==> src/rtl/uart_pkg.sv <==
// Shared UART constants and helpers, used by both the Rx and Tx baud generators.
//   CLK_FREQ_DEFAULT : default system clock frequency in Hz
//   OVERSAMPLE       : sample-clock cycles per bit period
//   BAUD_*           : supported line rates
//   baud_sel_t       : 2-bit run-time rate select encoding
//   half_period()    : rounded half-period of the oversampled baud clock, in system clocks
package uart_pkg;

  localparam int unsigned CLK_FREQ_DEFAULT = 50_000_000;
  localparam int unsigned OVERSAMPLE       = 16;

  localparam int unsigned BAUD_2400  = 2400;
  localparam int unsigned BAUD_4800  = 4800;
  localparam int unsigned BAUD_9600  = 9600;
  localparam int unsigned BAUD_19200 = 19200;

  typedef enum logic [1:0] {
    SEL_2400  = 2'b00,
    SEL_4800  = 2'b01,
    SEL_9600  = 2'b10,
    SEL_19200 = 2'b11
  } baud_sel_t;

  // round(clk_freq / (2*oversample*baud)) using integer arithmetic
  function automatic int unsigned half_period(
    input int unsigned baud,
    input int unsigned clk_freq   = CLK_FREQ_DEFAULT,
    input int unsigned oversample = OVERSAMPLE
  );
    return (clk_freq + oversample * baud) / (2 * oversample * baud);
  endfunction

endpackage

==> src/rtl/baud_divider.sv <==
// Generic counter/toggler.
//   clock    : system clock, rising edge
//   reset    : synchronous active-high reset; clears count and output
//   restart  : clears the count without touching the output level
//   terminal : last count value; at terminal the count wraps and div_clk toggles
//   div_clk  : registered square wave, period 2*(terminal+1) clocks
module baud_divider (
  input  logic        clock,
  input  logic        reset,
  input  logic        restart,
  input  logic [15:0] terminal,
  output logic        div_clk
);

  logic [15:0] count;

  always_ff @(posedge clock) begin
    if (reset) begin
      count   <= '0;
      div_clk <= 1'b0;
    end else if (restart) begin
      count   <= '0;
    end else if (count >= terminal) begin
      // >= rather than == so a shrinking terminal can never let the count run away
      count   <= '0;
      div_clk <= ~div_clk;
    end else begin
      count   <= count + 16'd1;
    end
  end

endmodule

==> src/rtl/baud_sampling.sv <==
// Rx baud sample-clock generator: divides the system clock into a square wave
// at OVERSAMPLE x the selected baud rate.
//   clock     : system clock, rising edge
//   reset_n   : synchronous reset, active HIGH despite the name
//   baud_rate : rate select 00=2400, 01=4800, 10=9600, 11=19200
//   baud_clk  : registered 16x-baud square wave
module baud_sampling
  import uart_pkg::*;
#(
  parameter int unsigned CLK_FREQ   = uart_pkg::CLK_FREQ_DEFAULT,
  parameter int unsigned OVERSAMPLE = uart_pkg::OVERSAMPLE
) (
  input  logic       clock,
  input  logic       reset_n,
  input  logic [1:0] baud_rate,
  output logic       baud_clk
);

  localparam logic [15:0] TERM_2400  = 16'(half_period(BAUD_2400,  CLK_FREQ, OVERSAMPLE) - 1);
  localparam logic [15:0] TERM_4800  = 16'(half_period(BAUD_4800,  CLK_FREQ, OVERSAMPLE) - 1);
  localparam logic [15:0] TERM_9600  = 16'(half_period(BAUD_9600,  CLK_FREQ, OVERSAMPLE) - 1);
  localparam logic [15:0] TERM_19200 = 16'(half_period(BAUD_19200, CLK_FREQ, OVERSAMPLE) - 1);

  baud_sel_t   sel_q;
  logic        sel_change;
  logic [15:0] terminal;

  assign sel_change = (baud_rate != sel_q);

  always_ff @(posedge clock) begin
    if (reset_n) begin
      sel_q <= baud_sel_t'(baud_rate);
    end else if (sel_change) begin
      sel_q <= baud_sel_t'(baud_rate);
    end
  end

  // Terminal comes from the registered select, so the change cycle only
  // restarts the count and the new rate takes effect from the next cycle.
  always_comb begin
    terminal = TERM_2400;
    case (sel_q)
      SEL_2400:  terminal = TERM_2400;
      SEL_4800:  terminal = TERM_4800;
      SEL_9600:  terminal = TERM_9600;
      SEL_19200: terminal = TERM_19200;
      default:   terminal = TERM_2400;
    endcase
  end

  baud_divider u_div (
    .clock    (clock),
    .reset    (reset_n),
    .restart  (sel_change),
    .terminal (terminal),
    .div_clk  (baud_clk)
  );

endmodule

==> config.mk <==
export PLATFORM = sky130hd
export DESIGN_NAME = baud_sampling
export DESIGN_NICKNAME = d
export VERILOG_FILES = /design/src/rtl/uart_pkg.sv /design/src/rtl/baud_divider.sv /design/src/rtl/baud_sampling.sv
export SDC_FILE = /design/constraint.sdc
export NUM_CORES = 1
export LEC_CHECK = 0
export CORE_MARGIN = 5
export CORE_UTILIZATION = 45
export DETAILED_ROUTE_END_ITERATION = 16
export PLACE_DENSITY = 0.67
export SLEW_MARGIN = 20
export SYNTH_ARGS = -nofsm -noshare
export SYNTH_HDL_FRONTEND = slang
export SYNTH_SLANG_ARGS = --single-unit
export TNS_END_PERCENT = 100
==> constraint.sdc <==
create_clock -name clock -period 2.4 [get_ports clock]
set_input_delay 0.48 -clock clock [delete_from_list [all_inputs] [get_ports clock]]
set_output_delay 0.48 -clock clock [all_outputs]
set_load 0.1 [all_outputs]
# Word-level counts from Yosys, hierarchy flattened
# Index checks and enable logic that the tools add are counted.
op_classes:
  n_addsub: 1
  n_mul: 0
  div: 0
  n_lt_le_gt_ge: 1
  n_eq_ne: 4
  n_shift: 0
  n_mux: 3
  bitwise_logic: 2
  reduce_logical: 4
op_table:
  columns: ["cell", "count"]
  rows:
  - ["case mux 16 bit (4 select lines)", 1]
  - ["adder 16 x 1 -> 16 bit (second input constant)", 1]
  - ["greater-or-equal comparator 16 bit", 1]
  - ["== test 2 bit (second input constant)", 2]
  - ["2-to-1 mux 2 bit", 2]
  - ["OR reduction 3 bit", 1]
  - ["== test 2 x 1 -> 1 bit (second input constant)", 1]
  - ["zero test 2 bit", 1]
  - ["!= test 2 bit", 1]
  - ["inverter 1 bit", 2]
  - ["AND reduction 2 bit", 1]
  - ["nonzero test 2 bit", 1]
totals:
  register_bits: 19
  latch_bits: 0
  ramBits: 0
  mem_bits_ro: 0
  inputBits: 4
  out_inout_bits: 1
  elab_cells: 18
  memories: 0

# Logic depth before layout (Yosys ltp)
depth:
  ltp_word: 4
  mapped_depth: 10
  ltp_nobuf: 9

# Hierarchy
# Synthesis repeated with hierarchy kept, for this count alone.
unflattened:
  hier_cells: 150
  area_unflattened_um2: 1247.4
by_module_without_submodules:
  columns: ["mod", "n_inst", "cells_each", "area_per_inst_um2", "seq_area_each_um2"]
  rows:
  - ["baud_divider", 1, 137, 1123.6, 340.3]
  - ["baud_sampling", 1, 13, 123.9, 60.1]

# Worst setup path before layout
# Ideal clock, no wire load.
synth_path:
  path_type: "register -> register"
  startpoint: "register sel_q[0]"
  endpoint: "register u_div.div_clk"
  setup_ns: 0.123
  arrival_ns: 1.900
  t_required_ns: 2.277
  path_slack_ns: 0.377
  stages_incl_launch_ff: 8
  n_path_buf: 0
  period_less_slack_ns: 2.023
  cell_sequence: "edfxtp_1 > or2_2 > ha_1 > nand2_1 > nor3_1 > o311ai_2 > a21oi_1 > mux2_1"
synth_between:
  elab_chain_cells: 4
  word_cells_on_any_way: 9
  cone_classes: "order compare (1); eq/ne (4); mux (1); bitwise (1); reduce/logical (2)"
synth_lines:
  columns: ["element", "line_no", "rtl"]
  rows:
  - ["from (decl)", "baud_sampling.sv:24", "baud_sel_t sel_q;"]
  - ["from (signal assigned)", "baud_sampling.sv:32", "sel_q <= baud_sel_t'(baud_rate);"]
  - ["from (signal assigned)", "baud_sampling.sv:34", "sel_q <= baud_sel_t'(baud_rate);"]
  - ["== test 2 bit (tied with other cells)", "baud_sampling.sv:42", "case (sel_q)"]
  - ["case mux 16 bit (4 select lines)", "baud_sampling.sv:42", null]
  - ["greater-or-equal comparator 16 bit", "baud_divider.sv:23", "end else if (count >= terminal) begin"]
  - ["AND reduction 2 bit (no line) *", null, null]
  - ["to (signal assigned)", "baud_divider.sv:26", "div_clk <= ~div_clk;"]
  - ["to (decl)", "baud_divider.sv:12", "output logic div_clk"]
# Every way passes the cells marked *; elsewhere a longest branch is shown, timed or not. The select of a mux whose other input is x is not followed.
# A chain may end at the register's enable or synchronous reset.

# Worst setup path in the final report
# Ends and elaborated chain as after synthesis.

==> impl_metrics.toml <==
[yosys]
synthTopCellsByCount = "dfxtp_1 (17), ha_1 (11), nand2_1 (11), nor2_1 (11)"
yosysSeqAreaShare_pct = 41.9
ys.flop_type = "dfxtp_1"
synth_top_area_cell = "dfxtp_1"
synth.most_common_cell = "dfxtp_1"
synth_area_per_cell_sq_um = 9.46
ys_ff_latch = 19
synth_area_leaders = "dfxtp_1 (36%), ha_1 (14%), edfxtp_1 (6.3%), xor2_1 (5.5%), xnor2_1 (4.6%)"
synthArstFlopShare_pct = 0
synth_top_cell_area_share_pct = 35.6
synth-edff-count = 2
ys_warn_count = 0
synth_area_sq_um = 956
syn_inst = 101
yosysUniqueCellTypes = 26

[power]
cellLeakagePower_nw = 0.423
p_per_area_nw_per_um2 = 538
fin_total_pwr_w = 0.000571
ir_drop_uv = 270

[clocking]
cts_tree = "yes"
postCtsSetupBuffers = 0
cts_root_buf = "clkbuf_4"
clkLatencyLatePin_ns = 0.28
cts.reportedPaths.clkPinSlew_ns = 0.10
cts_sinks = 19
post_cts_resized = 0
ctsHoldBuffers = 0
cts.htree.levels = 1
cts_inserted_buffers = 3
clockBufferDepth = 2

[global_route]
grtUsageMet1_pct = 13.1
grt_max_degree = 12
grtUsageTotal_pct = 10.3
grtUsageMet2_pct = 15.9
grt-busiest-layer = "met2"
grt_pass1_vias = 596
grt_pass1_wl_um = 2540
overflow = 0
grt_antenna_before_repair = 0
met3_usage_pct = 3.02

[place]
dp_hpwl_um = 1200
io_buffers = 4
gp_congestion = 0.801
dp_cells = 135
place_ws_ns = 0.203

[min_path]
hp-start = "u_div.count[0]$_SDFF_PP0_"
holdCritPathClass = "reg -> reg"
hold_end = "u_div.count[0]$_SDFF_PP0_"
hold_depth = 1

[critical_path]
startpoint_type = "flip-flop"
slowest_stage = "edfxtp_1"
r2r_start = "sel_q[0]$_DFFE_PP_"
crit_family = "simple AND/OR/NAND/NOR gates"
r2r-end = "u_div.div_clk$_SDFFE_PP0P_"
endpoint_kind = "flip-flop"
crit_type = "reg -> reg"
cpPeakStageDelay_ns = 0.50
critical_path_buf_inv_count = 0
critPathMaxFanout = 6
worstPathRequired_ns = 2.58
arrival_ns = 2.40
r2r_slack_ns = 0.18
r2r_cells = 7
path_cells = "or2_2 > ha_1 > nand2_1 > nor3_1 > o311ai_2 > a21oi_1 > mux2_1"

[timing]
period_minus_slack_ns = 2.22
fin_skew_ns = 0.000958
hold_violations = 0
fin_ws_ns = 0.183
rsz0062_at_grt = "false"
period_share_pct = 92.4
setup_viol = 0
fin_tns_setup_ns = 0
drv_slew = 0
fmax_ghz = 0.451

[layout]
fin_util_pct = 53.0
stdcell_count = 139
fillCellCount = 184
layout-drive-gt1-share_pct = 13.4
syn_to_final_growth_pct = 11.0
fin_nets = 128
diodes = 0

[floorplanning]
pin_count = 5
fp.dieW_um = 56.1
die_h_um = 56.1
fp-row-count = 16
initial_core_util_pct = 47.8
dieArea_sq_um = 3150
core_sq_um = 2000

[routing]
routed-via-count = 650
drtIter0Drc = 1
drc_errors = 0
ant_nets = 0
routed_wl_um = 1500
drt-wirelength-per-cell_um = 10.8
vias_per_cell = 4.68
first_pass_iters = 2

[outcome]
status = "completed"

[flow_run]
max_cap_violations = 0
[where the power goes]
group | switching (W) | total (W) | internal [W]
clock network | 0.0000885 | 0.000153 | 0.0000645
logic | 0.0000467 | 0.0000785 | 0.0000318
registers | 0.00000788 | 0.000339 | 0.000331
total | 0.000143 | 0.000571 | 0.000428
[routing by layer]
metal  part of all wire [%]  vias to the layer above
met4                   0.66                        0
met2                     44                        3
li1                       -                      355
met5                      0                        -
met1                     53                      290
met3                    2.2                        2
[flip-flops by register name, summed over array words and instances (netlist names)]
name and flops:
sel_q 2, u_div.div_clk 1, u_div.count 16
[layout by cell type (no fill, tap or decap), types with 2 or more instances in the layout]
cell type,n
nor2_1,11
nor2_2,6
nand2_1,11
nor3_1,2
nand3_1,6
clkbuf_4,3
xor2_1,6
ha_1,11
inv_1,4
or2_2,2
buf_4,2
clkdlybuf4s50_1,3
dfxtp_1,17
nor2b_1,2
conb_1,5
xnor2_1,5
edfxtp_1,2
a21oi_1,4
[kinds of logic (layout without fill, tap and decap cells)]
| logic type | count (synthesis) | count (layout) | share of synthesized area, % |
|---|---|---|---|
| adder cells (fa/ha/maj) | 11 | 11 | 14.4 |
| AO/OA/AOI/OAI | 8 | 8 | 6.02 |
| flip-flops | 19 | 19 | 41.9 |
| multiplexers | 1 | 1 | 1.18 |
| buffers and inverters | 6 | 13 | 3.14 |
| XOR/XNOR | 11 | 11 | 10.1 |
| AND/OR/NAND/NOR | 44 | 44 | 22.9 |
| other | 1 | 5 | 0.392 |
[layout make-up]
| cell class | count | area (sq um) | share of cell area [%] |
|---|---|---|---|
| clock buffer | 4 | 26.3 | 2.48 |
| inverter | 4 | 15.0 | 1.42 |
| multi-input combinational | 80 | 541 | 50.9 |
| sequential | 19 | 400 | 37.7 |
| tap | 27 | 33.8 | 3.18 |
| timing repair buffer | 5 | 45.0 | 4.25 |
[worst max path at each step]
stage,startpoint,endpoint,depth (start not counted)
5_1_grt,sel_q[0]$_DFFE_PP_,u_div.div_clk$_SDFFE_PP0P_,9
6_report,sel_q[0]$_DFFE_PP_,u_div.div_clk$_SDFFE_PP0P_,7
2_1_floorplan,sel_q[0]$_DFFE_PP_,u_div.div_clk$_SDFFE_PP0P_,7
3_3_place_gp,sel_q[0]$_DFFE_PP_,u_div.div_clk$_SDFFE_PP0P_,7
4_1_cts,sel_q[0]$_DFFE_PP_,u_div.div_clk$_SDFFE_PP0P_,7
3_5_place_dp,sel_q[0]$_DFFE_PP_,u_div.div_clk$_SDFFE_PP0P_,7
[metrics by stage]
stage,instance area (sq um),hold WS (ns)
6_report,1060,0.478
5_1_grt,1060,0.495
4_1_cts,1060,0.480
3_5_place_dp,1030,0.455
3_3_place_gp,1030,0.457
2_1_floorplan,971,0.439
No activity file was read; power rests on OpenSTA's default activity.
